**src/rtl/reset_sequencer_pkg.sv**
```systemverilog
// Shared types for the reset sequencer: FSM states, trigger cause codes and
// a helper that sizes counters from their maximum count.
package reset_sequencer_pkg;

  typedef enum logic [1:0] {
    HOLD,
    RELEASE,
    RUN
  } state_t;

  typedef enum logic [1:0] {
    CAUSE_POR = 2'd0,
    CAUSE_BTN = 2'd1,
    CAUSE_SW  = 2'd2,
    CAUSE_WDT = 2'd3
  } cause_t;

  function automatic int unsigned cnt_w(input int unsigned max_count);
    return $clog2(max_count) + 1;
  endfunction

endpackage

```
**src/rtl/reset_sequencer_btn.sv**
```systemverilog
// Button synchroniser and debouncer: one-cycle press pulse on the
// DEBOUNCE_CYCLES-th consecutive low sample; re-arms once btn_n is seen high.
module btn_debouncer
  import reset_sequencer_pkg::*;
#(
  parameter int unsigned DEBOUNCE_CYCLES = 270000
) (
  input  logic clk,
  input  logic reset,
  input  logic btn_n,
  output logic press
);

  localparam int unsigned CW = cnt_w(DEBOUNCE_CYCLES);

  logic [1:0]    sync_q;
  logic [CW-1:0] cnt_q;

  // Counter saturates at DEBOUNCE_CYCLES so a held button fires only once.
  always_ff @(posedge clk or negedge reset) begin
    if (!reset) begin
      sync_q <= 2'b11;
      cnt_q  <= '0;
    end else begin
      sync_q <= {sync_q[0], btn_n};
      if (sync_q[1])
        cnt_q <= '0;
      else if (cnt_q != CW'(DEBOUNCE_CYCLES))
        cnt_q <= cnt_q + CW'(1);
    end
  end

  assign press = !sync_q[1] && (cnt_q == CW'(DEBOUNCE_CYCLES - 1));

endmodule

```
**src/rtl/reset_sequencer.sv**
```systemverilog
// Staged reset sequencer: hold all domains, then release them one by one.
// Optional watchdog trigger compiled in with RESET_SEQ_WATCHDOG_EN.
module reset_sequencer
  import reset_sequencer_pkg::*;
#(
  parameter int unsigned HOLD_CYCLES     = 20,
  parameter int unsigned NUM_DOMAINS     = 3,
  parameter int unsigned STAGE_GAP       = 16,
  parameter int unsigned DEBOUNCE_CYCLES = 270000,
  parameter int unsigned WDT_CYCLES      = 27000000
) (
  input  logic                   clk,
  input  logic                   reset,
  input  logic                   btn_n,
  input  logic                   sw_req,
  input  logic                   wdt_kick,
  output logic [NUM_DOMAINS-1:0] reset_o,
  output logic                   busy,
  output logic [1:0]             cause
);

  localparam int unsigned HW = cnt_w(HOLD_CYCLES);
  localparam int unsigned GW = cnt_w(STAGE_GAP);
  localparam int unsigned IW = cnt_w(NUM_DOMAINS);

  state_t                 state_q, state_d;
  cause_t                 cause_q, cause_d;
  logic [HW-1:0]          hold_q, hold_d;
  logic [GW-1:0]          gap_q, gap_d;
  logic [IW-1:0]          idx_q, idx_d;
  logic [NUM_DOMAINS-1:0] rst_q, rst_d;
  logic [1:0]             rsync_q;
  logic                   run_en, btn_press, sw_trig, wdt_trig, trig;

  btn_debouncer #(.DEBOUNCE_CYCLES(DEBOUNCE_CYCLES)) u_btn (
    .clk   (clk),
    .reset (reset),
    .btn_n (btn_n),
    .press (btn_press)
  );

  always_ff @(posedge clk or negedge reset) begin
    if (!reset) rsync_q <= '0;
    else        rsync_q <= {rsync_q[0], 1'b1};
  end
  assign run_en = rsync_q[1];

`ifdef RESET_SEQ_WATCHDOG_EN
  localparam int unsigned WW = cnt_w(WDT_CYCLES);
  logic [WW-1:0] wdt_q;

  always_ff @(posedge clk or negedge reset) begin
    if (!reset)
      wdt_q <= '0;
    else if (state_q != RUN || wdt_kick || wdt_trig)
      wdt_q <= '0;
    else
      wdt_q <= wdt_q + WW'(1);
  end

  assign wdt_trig = (state_q == RUN) && !wdt_kick && (wdt_q == WW'(WDT_CYCLES - 1));
`else
  logic unused_wdt;
  assign unused_wdt = wdt_kick ^ (WDT_CYCLES == 0);
  assign wdt_trig   = 1'b0;
`endif

  // Software requests are honoured only once every domain is running.
  assign sw_trig = sw_req && (state_q == RUN);
  assign trig    = wdt_trig || btn_press || sw_trig;

  always_ff @(posedge clk or negedge reset) begin
    if (!reset) begin
      state_q <= HOLD;
      cause_q <= CAUSE_POR;
      hold_q  <= '0;
      gap_q   <= '0;
      idx_q   <= '0;
      rst_q   <= '1;
    end else begin
      state_q <= state_d;
      cause_q <= cause_d;
      hold_q  <= hold_d;
      gap_q   <= gap_d;
      idx_q   <= idx_d;
      rst_q   <= rst_d;
    end
  end

  always_comb begin
    state_d = state_q;
    cause_d = cause_q;
    hold_d  = hold_q;
    gap_d   = gap_q;
    idx_d   = idx_q;
    rst_d   = rst_q;
    if (trig) begin
      state_d = HOLD;
      hold_d  = '0;
      gap_d   = '0;
      idx_d   = '0;
      rst_d   = '1;
      if (wdt_trig)       cause_d = CAUSE_WDT;
      else if (btn_press) cause_d = CAUSE_BTN;
      else                cause_d = CAUSE_SW;
    end else begin
      case (state_q)
        HOLD: begin
          if (run_en) begin
            if (hold_q == HW'(HOLD_CYCLES - 1)) begin
              hold_d   = '0;
              gap_d    = '0;
              idx_d    = IW'(1);
              rst_d[0] = 1'b0;
              state_d  = (NUM_DOMAINS == 1) ? RUN : RELEASE;
            end else begin
              hold_d = hold_q + HW'(1);
            end
          end
        end
        RELEASE: begin
          if (gap_q == GW'(STAGE_GAP - 1)) begin
            gap_d = '0;
            idx_d = idx_q + IW'(1);
            for (int unsigned k = 0; k < NUM_DOMAINS; k++)
              if (idx_q == IW'(k)) rst_d[k] = 1'b0;
            if (idx_q == IW'(NUM_DOMAINS - 1)) state_d = RUN;
          end else begin
            gap_d = gap_q + GW'(1);
          end
        end
        RUN: begin
        end
        default: state_d = HOLD;
      endcase
    end
  end

  assign reset_o = rst_q;
  assign busy    = |rst_q;
  assign cause   = cause_q;

endmodule

```
**config.mk**
```make
export PLATFORM = sky130hd
export DESIGN_NAME = reset_sequencer
export DESIGN_NICKNAME = d
export VERILOG_FILES = /design/src/rtl/reset_sequencer_pkg.sv /design/src/rtl/reset_sequencer_btn.sv /design/src/rtl/reset_sequencer.sv
export SDC_FILE = /design/constraint.sdc
export NUM_CORES = 1
export LEC_CHECK = 0
export BUFFER_PORTS_ARGS = -buffer_cell sky130_fd_sc_hd__buf_4
export CORE_MARGIN = 5
export CORE_UTILIZATION = 46
export DETAILED_ROUTE_END_ITERATION = 12
export GPL_ROUTABILITY_DRIVEN = 0
export GPL_TIMING_DRIVEN = 0
export PLACE_DENSITY = 0.73
export SYNTH_ARGS = -nofsm -noshare
export SYNTH_HDL_FRONTEND = slang
export SYNTH_HIERARCHICAL = 1
export SYNTH_SLANG_ARGS = --single-unit
```
**constraint.sdc**
```tcl
create_clock -name clk -period 2.87 [get_ports clk]
set_clock_uncertainty 0.1 [all_clocks]
set_input_delay 0.574 -clock clk [delete_from_list [all_inputs] [get_ports clk]]
set_output_delay 0.574 -clock clk [all_outputs]
set_load 0.01 [all_outputs]
```
**Word-level counts from Yosys, hierarchy flattened**

Cells that the tools add are included.

- Flip-flop bits (word level): 45
- Logic and storage cells: 83

- Add/sub/neg operators: 4
- Equal/unequal tests: 14
- Multiplexer cells: 32
- Reductions and logical operators: 22

Operators with widths:

| kind | count |
|---|---|
| $mux 20 | 2 |
| $mux 6 | 4 |
| $add 20x1->20 const B | 1 |
| $eq 20x19->1 const B | 1 |
| $mux 5 | 4 |
| $ne 20x19->1 const B | 1 |
| $mux 3 | 6 |
| $ne 3x3->1 const B | 5 |
| $mux 2 | 7 |
| $reduce_bool 2->1 | 7 |
| $pmux 5 s2 | 1 |
| $reduce_and 5->1 | 2 |
| $reduce_and 3->1 | 3 |
| $add 6x1->6 const B | 1 |
| $eq 6x5->1 const B | 1 |
| $pmux 2 s3 | 1 |
| $pmux 3 s2 | 1 |
| $add 5x1->5 const B | 1 |
| $eq 5x4->1 const B | 1 |
| $mux 1 | 5 |
| $reduce_and 4->1 | 1 |
| $add 3x1->3 const B | 1 |
| $eq 3x1->1 const B | 1 |
| $eq 3x2->1 const B | 1 |
| 12 further kinds | 13 |

**Logic depth before layout (Yosys ltp)**

- Word-level depth: 5
- Mapped depth: 7

**Modules after synthesis**

The synthesis kept the hierarchy.

Modules (own cells, without submodules):

| module | instances | cells each | area an instance (um2) |
|---|---|---|---|
| reset_sequencer | 1 | 122 | 1222.4 |
| btn_debouncer | 1 | 118 | 1138.6 |

**Worst setup path before layout**

Ideal clock, no wire load.

- Path type: register to register
- Start point: reg u_btn.cnt_q[16]
- End point: reg idx_q[1]
- Setup time: 0.079 ns
- Arrival time: 2.137 ns
- Required time: 2.691 ns
- Slack: 0.554 ns
- Cell stages (with the launch flop): 8
- Buffers on the path: 1
- Cells stage by stage: dfrtp_1 or4b_1 nor4_1 and4_1 clkbuf_1 nor2_1 nand3_1 mux2i_1

- Cells in the longest elaborated chain, start to end: 5
- Elaborated cells on any way between the ends: 9

Ends and longest elaborated chain:

| what | line | text |
|---|---|---|
| from (decl) | reset_sequencer_btn.sv:17 | `logic [CW-1:0] cnt_q;` |
| from (signal assigned) | reset_sequencer_btn.sv:29 | `cnt_q <= cnt_q + CW'(1);` |
| $eq 20x19->1 * | reset_sequencer_btn.sv:33 | `assign press = !sync_q[1] && (cnt_q == CW'(DEBOUNCE_CYCLES - 1));` |
| $logic_and 1x1->1 * | reset_sequencer_btn.sv:33 |  |
| via btn_press | reset_sequencer.sv:33 | `logic run_en, btn_press, sw_trig, wdt_trig, trig;` |
| $logic_or 1x1->1 * | reset_sequencer.sv:70 | `assign trig = wdt_trig \|\| btn_press \|\| sw_trig;` |
| $ne 3x3->1 (no line) / $reduce_bool 3->1 (equally long branches) | -- |  |
| $reduce_and 4->1 (no line) | -- |  |
| to (signal assigned) | reset_sequencer.sv:85 | `idx_q <= idx_d;` |
| to (decl) | reset_sequencer.sv:30 | `logic [IW-1:0] idx_q, idx_d;` |

The timed path passes the listed nets; every way through them passes the cells marked *.
A chain may end at the register's enable or synchronous reset.

**Worst setup path after layout**

- Start point: reg u_btn.cnt_q[16]
- End point: reg hold_q[4]

- Cells in the longest elaborated chain, start to end: 5
- Elaborated cells on any way between the ends: 7

Ends and longest elaborated chain:

| what | line | text |
|---|---|---|
| $eq 20x19->1 * | reset_sequencer_btn.sv:33 |  |
| $logic_and 1x1->1 * | reset_sequencer_btn.sv:33 |  |
| via btn_press | reset_sequencer.sv:33 |  |
| $logic_or 1x1->1 * | reset_sequencer.sv:70 |  |
| $reduce_bool 2->1 (no line) | -- |  |
| $reduce_and 2->1 (no line) | -- |  |
| to (signal assigned) | reset_sequencer.sv:83 | `hold_q <= hold_d;` |
| to (decl) | reset_sequencer.sv:28 | `logic [HW-1:0] hold_q, hold_d;` |

Marks and branches as above.

==> impl_metrics.json <==
{
  "tns_ns": 0,
  "grt_pass1_wl_um": 8060,
  "switchingPower_mw": 0.562,
  "synth_flop_cell": "dfrtp_1",
  "cts_setup_buffers": 0,
  "layout-drive-gt1-share": 0.152,
  "p_per_area_mw_per_mm2": 664,
  "sw_frac_of_total": 0.322,
  "drt-pass1-iter-count": 6,
  "drt_wl_total_um": 4300,
  "synth_edf_count": 0,
  "cts_tree": "built",
  "r2r_slack_ns": 0.26,
  "power_frac_comb": 0.228,
  "cts_buffers": 5,
  "p_int_mw": 1.18,
  "io_pins": 11,
  "critPathArrivalTime_ns": 2.70,
  "clock_power_share": 0.276,
  "hold_viol_final": 0,
  "synth_top_area_share": 0.424,
  "syn_to_final_growth_pct": 11.2,
  "total_power_mw": 1.74,
  "antenna_found_initial": 0,
  "place_area_mm2": 0.00252,
  "power_frac_seq": 0.496,
  "cts_resized": 0,
  "ys_types": 51,
  "worstSetupStartpointType": "flip-flop",
  "finalCritPeriodShare": 0.908,
  "clock.fmax_ghz": 0.384,
  "cts-htree-levels": 2,
  "die_area_mm2": 0.00667,
  "vdd_drop_max_v": 0.000457,
  "drv_cap": 0,
  "rsz0062_at_grt": "no",
  "tightest_slew_ns": 0.651,
  "worst_slack_ns": 0.265,
  "n_antenna_cell": 0,
  "netlist_instances": 240,
  "insertion_delay_ns": 0.30,
  "initial_core_util": 0.468,
  "clk_pin_slew_ns": 0.08,
  "dpl_worst_slack_ns": 0.00722,
  "core_area_mm2": 0.00504,
  "antenna_left": 0,
  "synth_top_area_cell": "dfrtp_1",
  "grt_max_degree": 46,
  "fp.dieH_um": 81.6,
  "cp.required_ns": 2.97,
  "num_rows": 26,
  "avgSynthCellArea_um2": 9.84,
  "p_leak_nw": 1.08,
  "hold_buffers": 0,
  "vias": 1740,
  "drt_iter0_markers": 66,
  "nets": 268,
  "slew_headroom": 0.565,
  "numPortBuffers": 9,
  "wl_per_cell_um": 13.2,
  "dpl.hpwl_um": 2970,
  "synth_area_leaders": "dfrtp_1, dfstp_2, nor2_1",
  "ys_async_sr_fraction": 1.00,
  "clock-sinks": 45,
  "mappedNetlistNets": 253,
  "root_buffer": "clkbuf_8",
  "final_max_slew_viol_count": 0,
  "drc_errors": 0,
  "status": "completed",
  "syn_area_mm2": 0.00236,
  "clock_path_buffers": 2,
  "grt_usage": 0.157,
  "fin_crit_ns": 2.61,
  "synth_seq_cells": 45,
  "vias_per_cell": 5.34,
  "die_w_um": 81.6,
  "hold_slack_ns": 0.151,
  "crit_type": "flip-flop to flip-flop",
  "final_cell_area_mm2": 0.00263,
  "setup_viol": 0,
  "crit_fanout": 12,
  "crit_path_end_kind": "flip-flop",
  "overflow": 0,
  "synth_seq_area_share": 0.480,
  "ys_warn_count": 6,
  "hold_class": "input port to async pin",
  "grt_pass1_vias": 1779
}
## layout by cell type, fill, tap and decap left out, types with 2 or more instances in the layout
cell and n:
dfrtp_1 40, nor2_1 29, nand2_1 18, a21oi_1 15
inv_1 13, o21ai_0 10, xnor2_1 10, buf_4 9
nor3_1 8, ha_1 8, nand3_1 7, nand4_1 7
or3_1 6, and3_1 6, nand2b_1 5, nor4_1 5
clkbuf_8 5, dfstp_2 5, mux2i_1 4, clkbuf_1 3
nor2b_1 2, nor3b_1 2, or4_1 2, o211ai_1 2
nor4_2 2, xor2_1 2, a31o_2 2
## layer usage
metal | vias up | GRT usage | part of all wire
met3 | 7 | 0.0439 | 0.029
met5 | - | 0 | 0
met2 | 22 | 0.255 | 0.46
li1 | 883 | - | -
met1 | 828 | 0.204 | 0.50
met4 | 0 | 0.0465 | 0.013
## worst max-delay path: stages, from the launching register on
cell	delay [ns]
dfrtp_1	0.44
or4b_1	0.55
nor4_1	0.41
and4_2	0.46
or2_0	0.18
buf_6	0.14
nor4_2	0.05
a31o_1	0.18
## cells in the mapped netlist, types with 2 or more instances
cell type / number
dfrtp_1: 40
nor2_1: 29
nand2_1: 18
a21oi_1: 15
inv_1: 13
o21ai_0: 10
xnor2_1: 10
ha_1: 8
nor3_1: 8
nand3_1: 7
nand4_1: 7
and3_1: 6
or3_1: 6
dfstp_2: 5
nand2b_1: 5
nor4_1: 5
mux2i_1: 4
clkbuf_1: 3
a31o_2: 2
and4_1: 2
nor2b_1: 2
nor3b_1: 2
nor4_2: 2
o211ai_1: 2
or4_1: 2
xor2_1: 2
## cells by family (layout without fill, tap and decap cells)
kind of cell,Yosys count,count (layout),synth area share
buffers and inverters,17,33,0.0302
flip-flops,45,45,0.480
AO/OA/AOI/OAI,38,38,0.102
AND/OR/NAND/NOR,114,114,0.278
adder cells (fa/ha/maj),8,8,0.0424
other,1,1,0.00159
XOR/XNOR,12,12,0.0445
multiplexers,5,5,0.0217
## stage by stage
| step | utilization | std cells |
|---|---|---|
| finish | 0.521 | 326 |
| global route | 0.521 | 326 |
| CTS | 0.520 | 326 |
| detailed placement | 0.499 | 319 |
| global placement | 0.499 | 319 |
| floorplan | - | 240 |
## flip-flops by register name, summed over array words and instances, names as in the netlist
name	count
rsync_q	2
reset_o	3
hold_q	6
cause	2
idx_q	3
gap_q	5
state_q	2
u_btn/cnt_q	20
u_btn/sync_q	2
## cell type report
cell class	count	area [um^2]
clock inverter	2	38.8
fill	472	2420
buffer	3	18.8
inverter	13	48.8
timing repair buffer	9	67.6
clock buffer	6	72.6
tap	70	87.6
multi-input combinational	178	1160
sequential	45	1130
## path summary, 6_finish.rpt
path	from	endpoint	depth (start not counted)
max reg2reg	u_btn/cnt_q[16]$_DFFE_PN0P_	hold_q[4]$_DFFE_PN0P_	7
min	reset	u_btn/cnt_q[0]$_DFFE_PN0P_	1
max	u_btn/cnt_q[16]$_DFFE_PN0P_	hold_q[4]$_DFFE_PN0P_	7
min in group clk	rsync_q[0]$_DFF_PN0_	rsync_q[1]$_DFF_PN0_	0
max in group asynchronous	reset	u_btn/cnt_q[12]$_DFFE_PN0P_	1
min reg2reg	rsync_q[0]$_DFF_PN0_	rsync_q[1]$_DFF_PN0_	0
## power by group through the flow
stage	sequential [mW]	clock (mW)	combinational (mW)
after global placement	0.872	0	0.384
after floorplan	0.854	0	0.306
after global routing	0.886	0.530	0.463
after CTS	0.863	0.492	0.400
after detailed placement	0.875	0	0.399
final	0.865	0.482	0.397
Power figures use the tool's default switching activity.
